$ cat config.mk
export PLATFORM = sky130hd
export DESIGN_NAME = imuldiv_div_requester
export DESIGN_NICKNAME = d
export VERILOG_FILES = /design/src/rtl/imuldiv_pkg.sv /design/src/rtl/imuldiv_WaitTimer.sv /design/src/rtl/imuldiv_div_requester.sv
export SDC_FILE = /design/constraint.sdc
export NUM_CORES = 1
export LEC_CHECK = 0
export CAP_MARGIN = 40
export CORE_MARGIN = 2
export CORE_UTILIZATION = 44
export CTS_CLUSTER_DIAMETER = 80
export DETAILED_ROUTE_END_ITERATION = 6
export GPL_TIMING_DRIVEN = 0
export HOLD_SLACK_MARGIN = 0.12
export PLACE_DENSITY = 0.93
export SLEW_MARGIN = 5
export SYNTH_ARGS = -nofsm -noshare
export SYNTH_HDL_FRONTEND = slang
export SYNTH_SLANG_ARGS = --single-unit
$ cat constraint.sdc
create_clock -name clk -period 7.1 [get_ports clk]
set_clock_uncertainty 0.15 [all_clocks]
set_input_delay 1.065 -clock clk [delete_from_list [all_inputs] [get_ports clk]]
set_output_delay 1.065 -clock clk [all_outputs]
set_load 0.02 [all_outputs]
$ cat src/rtl/imuldiv_pkg.sv
// imuldiv_pkg
//   Shared encodings for the iterative multiply/divide unit. The divide
//   requester and the divider request message both use these definitions.
//   Contents:
//     divreq_state_t  requester FSM state encoding
//     div_fn_t        divider function encoding (carried on divreq_msg_fn)
//     div_sel_t       which half of the divider result to forward
//     DIV_ALL_ONES    result word used for timeouts and zero-divisor quotients
//     select_result   picks quotient or remainder out of a divider response
package imuldiv_pkg;

  typedef enum logic [1:0] {
    ST_IDLE  = 2'd0,
    ST_ISSUE = 2'd1,
    ST_WAIT  = 2'd2,
    ST_DONE  = 2'd3
  } divreq_state_t;

  typedef enum logic {
    DIV_FN_UNSIGNED = 1'b0,
    DIV_FN_SIGNED   = 1'b1
  } div_fn_t;

  typedef enum logic {
    DIV_SEL_QUOT = 1'b0,
    DIV_SEL_REM  = 1'b1
  } div_sel_t;

  localparam logic [31:0] DIV_ALL_ONES = 32'hFFFF_FFFF;

  // Divider response layout: [63:32] remainder, [31:0] quotient.
  function automatic logic [31:0] select_result(input logic sel,
                                                input logic [63:0] result);
    return (sel == DIV_SEL_REM) ? result[63:32] : result[31:0];
  endfunction

endpackage

$ cat src/rtl/imuldiv_WaitTimer.sv
// imuldiv_WaitTimer
//   Response wait timer for the divide requester. Counts enabled cycles from
//   zero and flags expiry once the count reaches LIMIT-1; the count then holds
//   until cleared.
//   Ports:
//     clk      clock
//     reset    async active-high reset, clears the count
//     clear    synchronous clear to zero (priority over enable)
//     enable   advance the count this cycle
//     expired  high while count == LIMIT-1
module imuldiv_WaitTimer #(
  parameter int unsigned LIMIT = 64
) (
  input  logic clk,
  input  logic reset,
  input  logic clear,
  input  logic enable,
  output logic expired
);

  localparam int unsigned W = (LIMIT > 1) ? $clog2(LIMIT) : 1;
  localparam logic [W-1:0] LAST = W'(LIMIT - 1);

  logic [W-1:0] count;

  assign expired = (count == LAST);

  always_ff @(posedge clk or posedge reset) begin
    if (reset) begin
      count <= '0;
    end else if (clear) begin
      count <= '0;
    end else if (enable && !expired) begin
      count <= count + W'(1);
    end
  end

endmodule

$ cat src/rtl/imuldiv_div_requester.sv
// imuldiv_div_requester
//   Accepts one divide operation at a time, issues it to the iterative
//   divider, waits (bounded by TIMEOUT_CYCLES) for the response and presents
//   the selected quotient or remainder downstream.
//
//   Optional feature: define IMULDIV_DIVREQ_ZERO_BYPASS_EN to answer a zero
//   divisor locally (quotient all ones, remainder = dividend) without
//   involving the divider.
//
//   state | meaning
//   ------+------------------------------------------------------------
//   IDLE  | ready for a new op (op_rdy)
//   ISSUE | request held on divreq_* until the divider takes it
//   WAIT  | waiting for divresp_val, wait timer running
//   DONE  | result held on res_* until downstream takes it
//
//   Ports:
//     clk, reset                 clock, async active-high reset
//     op_val/op_rdy              upstream op handshake
//     op_fn, op_sel, op_a, op_b  signedness, quotient/remainder select, operands
//     divreq_val/divreq_rdy      divider request handshake
//     divreq_msg_fn/_a/_b        latched operands sent to the divider
//     divresp_val/divresp_rdy    divider response handshake
//     divresp_msg_result         {remainder, quotient}
//     res_val/res_rdy            downstream result handshake
//     res_data, res_err          selected result, timeout flag
//     busy                       any state other than IDLE
module imuldiv_div_requester
  import imuldiv_pkg::*;
#(
  parameter int unsigned TIMEOUT_CYCLES = 64
) (
  input  logic        clk,
  input  logic        reset,
  input  logic        op_val,
  output logic        op_rdy,
  input  logic        op_fn,
  input  logic        op_sel,
  input  logic [31:0] op_a,
  input  logic [31:0] op_b,
  output logic        divreq_val,
  input  logic        divreq_rdy,
  output logic        divreq_msg_fn,
  output logic [31:0] divreq_msg_a,
  output logic [31:0] divreq_msg_b,
  input  logic        divresp_val,
  output logic        divresp_rdy,
  input  logic [63:0] divresp_msg_result,
  output logic        res_val,
  input  logic        res_rdy,
  output logic [31:0] res_data,
  output logic        res_err,
  output logic        busy
);

  divreq_state_t state;
  logic          sel_q;
  logic          timer_clear;
  logic          timer_expired;

  // Handshake outputs come straight from the state register only.
  assign op_rdy      = (state == ST_IDLE);
  assign divreq_val  = (state == ST_ISSUE);
  assign divresp_rdy = (state == ST_WAIT);
  assign res_val     = (state == ST_DONE);
  assign busy        = (state != ST_IDLE);

  // Restart the count on the request handshake so WAIT always starts at 0.
  assign timer_clear = (state == ST_ISSUE) && divreq_rdy;

  imuldiv_WaitTimer #(
    .LIMIT (TIMEOUT_CYCLES)
  ) u_wait_timer (
    .clk     (clk),
    .reset   (reset),
    .clear   (timer_clear),
    .enable  (state == ST_WAIT),
    .expired (timer_expired)
  );

  always_ff @(posedge clk or posedge reset) begin
    if (reset) begin
      state         <= ST_IDLE;
      sel_q         <= 1'b0;
      divreq_msg_fn <= 1'b0;
      divreq_msg_a  <= '0;
      divreq_msg_b  <= '0;
      res_data      <= '0;
      res_err       <= 1'b0;
    end else begin
      case (state)
        ST_IDLE: begin
          if (op_val) begin
            sel_q         <= op_sel;
            divreq_msg_fn <= op_fn;
            divreq_msg_a  <= op_a;
            divreq_msg_b  <= op_b;
`ifdef IMULDIV_DIVREQ_ZERO_BYPASS_EN
            if (op_b == '0) begin
              res_data <= (op_sel == DIV_SEL_REM) ? op_a : DIV_ALL_ONES;
              res_err  <= 1'b0;
              state    <= ST_DONE;
            end else begin
              state <= ST_ISSUE;
            end
`else
            state <= ST_ISSUE;
`endif
          end
        end
        ST_ISSUE: begin
          if (divreq_rdy) begin
            state <= ST_WAIT;
          end
        end
        ST_WAIT: begin
          // A response in the expiry cycle still counts as a good answer.
          if (divresp_val) begin
            res_data <= select_result(sel_q, divresp_msg_result);
            res_err  <= 1'b0;
            state    <= ST_DONE;
          end else if (timer_expired) begin
            res_data <= DIV_ALL_ONES;
            res_err  <= 1'b1;
            state    <= ST_DONE;
          end
        end
        ST_DONE: begin
          if (res_rdy) begin
            state <= ST_IDLE;
          end
        end
        default: state <= ST_IDLE;
      endcase
    end
  end

endmodule

==> flow_summary_export.csv, run 1 <==
group,metric,value,unit
placed_design,pre_cts_ws,4370,ps
flow_run,cap_viol_max_count,0,
clock_network,path_clk_slew,90,ps
min_path,hold_class,"reg -> reg",
global_route,grt_usage,22.1,%
sta,setup_violations,0,
sta,rsz0062_at_grt,"false",
logic_synthesis,postSynth.asyncResetShare,100,%
logic_synthesis,yosysWarningCount,0,
logic_synthesis,ys_ff_latch,107,
global_route,grt_max_degree,59,
cells_and_area,fin_cells,777,
routing,ant_nets,0,
worst_setup_path,cp_top_family,"buffers and inverters",
worst_setup_path,end_kind,"primary output",
logic_synthesis,syn_inst,385,
sta,finalSetupTns,0,ps
worst_setup_path,cp.required,5880,ps
clock_network,ctsHoldBuffers,0,
floorplanning,fp.dieH,109,µm
floorplanning,dieArea,11900,µm²
routing,via_per_inst,5.28,
power_and_ir_drop,p_total,3.35,mW
sta,layout_min_cycle_time,3110,ps
floorplanning,row_count,38,
logic_synthesis,synth.avg_cell_area,12.6,µm²
worst_setup_path,worst_path_largest_cell_delay,670,ps
power_and_ir_drop,max-vdd-ir-drop,0.302,mV
logic_synthesis,seq_area_frac_synth,55.3,%
routing,drt_pass1_iterations,4,
worst_setup_path,cp_max_fo,6,
cells_and_area,diodes,0,
cells_and_area,layout-area-overhead-vs-synth,57.7,%
sta,hold_viol_final,0,
clock_network,htree_levels,3,
sta,timing.final.ws_setup,3990,ps
worst_setup_path,crit_type,"reg -> out",
global_route,grt_pass1_wl,20.4,mm
worst_setup_path,cpMaxStageDelayCell,"clkdlybuf4s50_1",
placed_design,hpwl,10.6,mm
routing,vias,4102,
power_and_ir_drop,leakage,3.20,nW
worst_setup_path,critPathLaunchType,"flop",
cells_and_area,final_area,7630,µm²
clock_network,clkLatencyLatePin,350,ps
sta,fmax,322,MHz
clock_network,root_buffer,"clkbuf_8",
placed_design,place_inst,763,
floorplanning,coreArea,10800,µm²
worst_setup_path,crit_chain,"inv_1 -> ha_1 -> clkdlybuf4s50_1",
cells_and_area,final_layout_size_suffix_gt1_share,11.6,%
routing,dr.first_iter.drc_count,142,
floorplanning,initial_core_util,44.8,%
cells_and_area,fin_util,70.7,%
floorplanning,ioPinCount,239,
sta,holdWs,347,ps
routing,drc,0,
logic_synthesis,syn_area,4840,µm²
worst_setup_path,cp.arrival,1890,ps
routing,totalWireLength,13.6,mm
global_route,grt_pass1_vias,4287,
logic_synthesis,synth_cell_types,35,
placed_design,io_buffers,237,
clock_network,cts.sinks,107,
floorplanning,die_w,109,µm
clock_network,ctsResizeCount,0,
worst_setup_path,cp_num_buf_inv,2,
global_route,antenna_found_initial,0,
logic_synthesis,synth.net_count,527,
sta,final_max_slew_viol_count,0,
power_and_ir_drop,power_density,440,nW/µm²
logic_synthesis,synth_edf_count,0,
logic_synthesis,synthFlopType,"dfrtp_1",
cells_and_area,fin_nets,776,
placed_design,place_congestion,0.840,
routing,wire_per_inst,17.5,µm
sta,tightest_slew,650,ps
clock_network,cts_tree,"built",
sta,min_period_over_period,43.8,%
placed_design,place_area,7420,µm²
clock_network,numCtsBuffers,9,
run_status,outcome,"complete, no violations",
clock_network,cts_setup_buffers,0,
clock_network,cts_buffer_depth,2,
sta,relSlewSlack,56.7,%
global_route,gr-total-overflow,0,
[report_power, final]
| group | switching (mW) | internal (mW) | total, mW |
|---|---|---|---|
| clock | 0.199 | 0.205 | 0.405 |
| sequential | 0.190 | 0.910 | 1.10 |
| combinational | 0.897 | 0.952 | 1.85 |
| total | 1.29 | 2.07 | 3.35 |
[cell families after synthesis]
group | after synthesis | synth area share [%]
flops | 107 | 55.3
mux | 99 | 23.0
compound gates | 82 | 10.0
simple gates | 58 | 5.69
buf+inv | 33 | 4.40
fa+ha+maj | 6 | 1.55
[state kept, by name, indices dropped and copies added, names as in the netlist]
register,flops
res_err,1
sel_q,1
divreq_msg_b,32
divreq_msg_a,32
res_data,32
state,2
u_wait_timer.count,6
divreq_msg_fn,1
[area by class of cell]
| type | count | area (µm²) |
|---|---|---|
| fillers | 768 | 3160 |
| flip-flops and latches | 107 | 2680 |
| repair buffers | 238 | 2400 |
| multi-input cells | 245 | 1950 |
| plain buffers | 27 | 190 |
| well taps | 140 | 175 |
| clock buffers | 10 | 138 |
| clock inverters | 4 | 76.3 |
| inverters | 6 | 25.0 |
[cells in the final DEF (no fill, tap or decap), types with 2 or more instances in the layout]
master / synthesis / final
and4_1: 3 / 3
a31oi_1: 5 / 5
clkdlybuf4s50_1: 0 / 237
o21ai_0: 2 / 2
bufinv_16: 0 / 2
mux2_2: 29 / 29
ha_1: 6 / 6
nand2b_1: 4 / 4
buf_2: 14 / 14
clkbuf_1: 2 / 2
a21oi_1: 36 / 36
inv_1: 5 / 4
mux2_1: 69 / 69
a211oi_1: 2 / 2
and2_1: 2 / 2
dfrtp_1: 107 / 107
nand2_1: 5 / 5
nor2_1: 34 / 34
clkbuf_8: 0 / 10
buf_6: 9 / 9
nor3_1: 2 / 2
nand3_1: 2 / 2
o22ai_1: 32 / 32
[synthesized netlist by cell type, types with 2 or more instances]
library cell | number | area, µm²
a31oi_1 | 5 | 31.3
a21oi_1 | 36 | 180
nand2_1 | 5 | 18.8
buf_6 | 9 | 101
nand3_1 | 2 | 10.0
nand2b_1 | 4 | 25.0
mux2_1 | 69 | 777
nor3_1 | 2 | 10.0
buf_2 | 14 | 70.1
and2_1 | 2 | 12.5
inv_1 | 5 | 18.8
nor2_1 | 34 | 128
o22ai_1 | 32 | 200
and4_1 | 3 | 26.3
ha_1 | 6 | 75.1
a211oi_1 | 2 | 15.0
mux2_2 | 29 | 327
o21ai_0 | 2 | 10.0
dfrtp_1 | 107 | 2680
clkbuf_1 | 2 | 7.51
[path summary, 6_finish.rpt]
| kind | cells after the start | slack (ps) | endpoint | startpoint |
|---|---|---|---|---|
| max | 3 | 3990 | divresp_rdy | state[0] |
| min reg2reg | 1 | 350 | divreq_msg_b[25] | divreq_msg_b[25] |
| max reg2reg | 6 | 5120 | res_data[3] | state[0] |
| max in group asynchronous | 3 | 5070 | u_wait_timer.count[3] | reset |
| min in group asynchronous | 2 | 1000 | divreq_msg_b[20] | reset |
| min | 1 | 350 | divreq_msg_b[25] | divreq_msg_b[25] |
[routing by layer]
| metal | track usage (%) | wire (µm) | vias up |
|---|---|---|---|
| li1 | - | - | 1881 |
| met1 | 23.9 | 4950 | 2011 |
| met2 | 41.2 | 7190 | 186 |
| met3 | 6.75 | 1200 | 24 |
| met4 | 6.78 | 240 | 0 |
| met5 | 0 | 0 | - |
Note: power is estimated with default switching activity, not from simulation.
==> run 2, diff against run 1 <==
CORE_UTILIZATION = 41   (was 44)
PLACE_DENSITY = 0.88   (was 0.93)
clock period = 3.1 ns   (was 7.1 ns; I/O delays follow)
==> flow_summary_export.csv, run 2 (synthesis results as in run 1) <==
group,metric,value,unit
sta,final_max_slew_viol_count,0,
sta,hold_viol_final,0,
global_route,antenna_found_initial,0,
routing,wire_per_inst,17.3,µm
placed_design,place_area,7450,µm²
floorplanning,die_w,113,µm
clock_network,htree_levels,3,
worst_setup_path,cp.arrival,1860,ps
sta,relSlewSlack,67.9,%
cells_and_area,fin_nets,778,
power_and_ir_drop,power_density,1020,nW/µm²
placed_design,io_buffers,237,
worst_setup_path,critPathLaunchType,"flop",
sta,rsz0062_at_grt,"false",
routing,drt_pass1_iterations,4,
min_path,hold_class,"in -> async",
worst_setup_path,crit_type,"reg -> out",
routing,totalWireLength,13.6,mm
floorplanning,row_count,39,
floorplanning,coreArea,11500,µm²
cells_and_area,final_area,7750,µm²
routing,via_per_inst,5.13,
worst_setup_path,end_kind,"primary output",
placed_design,hpwl,10.9,mm
clock_network,cts_buffer_depth,2,
routing,ant_nets,0,
placed_design,pre_cts_ws,977,ps
routing,vias,4025,
flow_run,cap_viol_max_count,0,
clock_network,cts_setup_buffers,0,
global_route,grt_usage,21.2,%
cells_and_area,final_cell_mix,"237 x clkdlybuf4s50_1, 107 x dfrtp_1, 69 x mux2_1",
sta,setup_violations,0,
clock_network,numCtsBuffers,9,
global_route,grt_pass1_vias,4259,
floorplanning,ioPinCount,239,
cells_and_area,top_regs,"divreq_msg_a x32, divreq_msg_b x32, res_data x32",
cells_and_area,final_common_cell,"clkdlybuf4s50_1",
run_status,outcome,"complete, no violations",
placed_design,place_congestion,0.823,
clock_network,root_buffer,"clkbuf_16",
sta,tightest_slew,481,ps
worst_setup_path,cp_max_fo,6,
floorplanning,initial_core_util,42.2,%
worst_setup_path,cp.required,2480,ps
sta,layout_min_cycle_time,2480,ps
sta,finalSetupTns,0,ps
clock_network,cts_tree,"built",
sta,timing.final.ws_setup,622,ps
sta,min_period_over_period,79.9,%
floorplanning,fp.dieH,113,µm
clock_network,cts.sinks,107,
power_and_ir_drop,max-vdd-ir-drop,0.648,mV
cells_and_area,final_layout_size_suffix_gt1_share,12.2,%
cells_and_area,layout-area-overhead-vs-synth,60.2,%
clock_network,ctsHoldBuffers,0,
floorplanning,dieArea,12700,µm²
routing,dr.first_iter.drc_count,197,
power_and_ir_drop,leakage,3.25,nW
routing,drc,0,
global_route,gr-total-overflow,0,
global_route,grt_pass1_wl,21.5,mm
global_route,grt_max_degree,37,
clock_network,ctsResizeCount,0,
cells_and_area,diodes,0,
sta,fmax,404,MHz
clock_network,clkLatencyLatePin,330,ps
clock_network,path_clk_slew,80,ps
[run 2: cell count changes in the layout (fill, tap and decap cells not counted)]
cell	delta
inv_6	+2
clkinv_2	+1
clkinv_8	+1
clkinv_4	-1
clkbuf_8	-9
buf_16	-1
clkbuf_16	+9
clkinvlp_4	+1
inv_4	-1
buf_12	+3
inv_8	+1
bufinv_16	-2
[run 2: worst max-delay path, stage by stage, from the launching register on]
cell and delay [ps]:
dfrtp_1 440, inv_1 130, ha_1 310, clkdlybuf4s50_1 660
[run 2: final cells by class]
type                       instances  area (µm²)
buffer                            27         190
timing repair buffer             240        2430
inverter                           6        26.3
clock inverter                     6        57.6
multi-input combinational        245        1950
tap                              143         179
sequential                       107        2680
clock buffer                      10         239
fill                             863        3720
[run 2: power by group]
part	leakage [nW]	switching [mW]	internal, mW
sequential	1.31	0.425	2.09
combinational	1.80	2.07	2.19
clock	0.144	0.523	0.585
[run 2: metal layers]
layer	GRT usage, %	wire length (µm)	up-vias
met5	0	0	-
met4	6.67	267	0
met3	4.86	961	21
met2	38.8	7310	169
met1	24.4	5030	1943
li1	-	-	1892
[run 2: worst paths after layout]
check	from	end	slack, ps	cells after the start
setup / recovery	state[0]	divresp_rdy	620	3
hold / removal	reset	divreq_msg_b[24]	300	2
setup reg to reg	state[0]	divreq_msg_b[15]	1130	6
hold reg to reg	divreq_msg_fn	divreq_msg_fn	340	1
max in group asynchronous	reset	res_data[7]	1800	4
min in group clk	divreq_msg_fn	divreq_msg_fn	340	1
[run 2: per-stage QoR]
stage	hold WS (ps)	total power, mW	cells	utilization (%)
floorplan	322	4.80	385	-
global placement	324	6.63	765	64.5
detailed placement	331	6.82	768	65.0
CTS	292	7.95	784	67.6
global route	310	8.31	784	67.6
finish	300	7.87	784	67.6
==> run 3, diff against run 2 <==
CORE_UTILIZATION = 37   (was 41)
PLACE_DENSITY = 0.84   (was 0.88)
clock period = 2.1 ns   (was 3.1 ns; I/O delays follow)
==> flow_summary_export.csv, run 3 (synthesis results as in run 1) <==
group,metric,value,unit
worst_setup_path,crit_type,"reg -> out",
worst_setup_path,cp_common_cell,"inv_1",
clock_network,path_clk_slew,70,ps
routing,vias,4037,
worst_setup_path,critPathLaunchType,"flop",
cells_and_area,final_layout_size_suffix_gt1_share,12.2,%
clock_network,cts_setup_buffers,0,
cells_and_area,diodes,0,
worst_setup_path,cp_max_fo,5,
clock_network,clkLatencyLatePin,350,ps
routing,ant_nets,0,
floorplanning,die_w,118,µm
placed_design,place_congestion,0.854,
sta,min_period_over_period,96.0,%
power_and_ir_drop,power_density,1510,nW/µm²
routing,totalWireLength,13.7,mm
floorplanning,fp.dieH,118,µm
routing,wire_per_inst,16.9,µm
worst_setup_path,cp.required,1630,ps
clock_network,cts_tree,"built",
clock_network,cts.sinks,107,
power_and_ir_drop,p_total,11.8,mW
floorplanning,coreArea,12700,µm²
floorplanning,row_count,41,
clock_network,cts_buffer_depth,2,
sta,tightest_slew,501,ps
cells_and_area,fin_nets,778,
sta,final_max_slew_viol_count,0,
routing,drc,0,
floorplanning,dieArea,14000,µm²
global_route,grt_usage,19.9,%
worst_setup_path,crit_chain,"inv_1 -> ha_1 -> inv_1 -> dlygate4sd2_1",
worst_setup_path,end_kind,"primary output",
cells_and_area,layout-area-overhead-vs-synth,61.6,%
worst_setup_path,worst_path_largest_cell_delay,440,ps
placed_design,io_buffers,237,
power_and_ir_drop,max-vdd-ir-drop,0.844,mV
clock_network,root_buffer,"clkbuf_16",
global_route,grt_max_degree,40,
placed_design,hpwl,10.7,mm
clock_network,numCtsBuffers,9,
sta,fmax,496,MHz
cells_and_area,fin_util,61.7,%
cells_and_area,top_regs,"divreq_msg_a x32, divreq_msg_b x32, res_data x32",
min_path,hold_class,"in -> reg",
worst_setup_path,cpMaxStageDelayCell,"dfrtp_1",
sta,hold_viol_final,0,
clock_network,htree_levels,3,
routing,drt_pass1_iterations,4,
routing,via_per_inst,4.97,
cells_and_area,final_cell_mix,"232 x clkdlybuf4s50_1, 107 x dfrtp_1, 69 x mux2_1",
power_and_ir_drop,leakage,3.28,nW
worst_setup_path,cp_num_buf_inv,3,
floorplanning,initial_core_util,38.2,%
routing,dr.first_iter.drc_count,239,
cells_and_area,final_common_cell,"clkdlybuf4s50_1",
sta,layout_min_cycle_time,2020,ps
global_route,grt_pass1_vias,4389,
floorplanning,ioPinCount,239,
sta,relSlewSlack,66.5,%
run_status,outcome,"complete, no violations",
flow_run,cap_viol_max_count,0,
worst_setup_path,cp.arrival,1550,ps
global_route,gr-total-overflow,0,
sta,setup_violations,0,
worst_setup_path,cp_top_family,"buffers and inverters",
global_route,antenna_found_initial,0,
global_route,grt_pass1_wl,22.3,mm
sta,finalSetupTns,0,ps
worst_setup_path,reg2reg_slack,100,ps
## run 3: worst paths after layout
check	startpoint	end	cells after the start
max in group asynchronous	reset	res_data[2]	4
hold reg to reg	divreq_msg_a[1]	divreq_msg_a[1]	1
min in group asynchronous	reset	divreq_msg_b[22]	2
hold / removal	divresp_val	state[0]	3
setup / recovery	state[0]	busy	4
setup reg to reg	state[0]	divreq_msg_b[29]	6
## run 3: metrics by stage
stage                     setup WS (ps)  cell area (µm²)  instances  hold slack, ps
after global placement             -633             7430        794             324
after global routing              -7.11             7820        813             207
after CTS                          28.5             7820        813             168
after detailed placement            159             7500        797             331
after floorplan                     274             4840        385             297
final                              84.8             7820        813             190
## run 3: repair_timing
action,CTS,global route
gates resized for setup,5,1
hold buffers,0,0
endpoints found under the setup margin,5,1
## run 3: final cells by class
type	count	area, µm²
plain buffers	27	190
clock buffers	10	229
clock inverters	6	96.3
fillers	1020	4850
inverters	6	26.3
multi-input cells	245	1950
flip-flops and latches	107	2680
well taps	172	215
repair buffers	240	2430
## run 3: routing by layer
| metal | vias to the layer above | global-route usage (%) | part of all wire [%] |
|---|---|---|---|
| met2 | 140 | 35.5 | 53 |
| li1 | 1885 | - | - |
| met3 | 26 | 5.84 | 6.3 |
| met4 | 0 | 8.18 | 2.7 |
| met5 | - | 0 | 0 |
| met1 | 1986 | 22.0 | 38 |
## run 3: worst register-to-register path, stage by stage (launching register included)
cell and delay [ps]:
dfrtp_1 440, inv_1 110, ha_1 270, nand2_1 130, buf_4 220, buf_6 190
mux2_1 360
## run 3: report_power, final
group | switching (mW) | leakage [nW] | internal (mW) | total [mW]
logic | 3.05 | 1.81 | 3.19 | 6.24
registers | 0.632 | 1.31 | 3.08 | 3.71
clock network | 0.781 | 0.155 | 1.06 | 1.84
total | 4.46 | 3.28 | 7.34 | 11.8
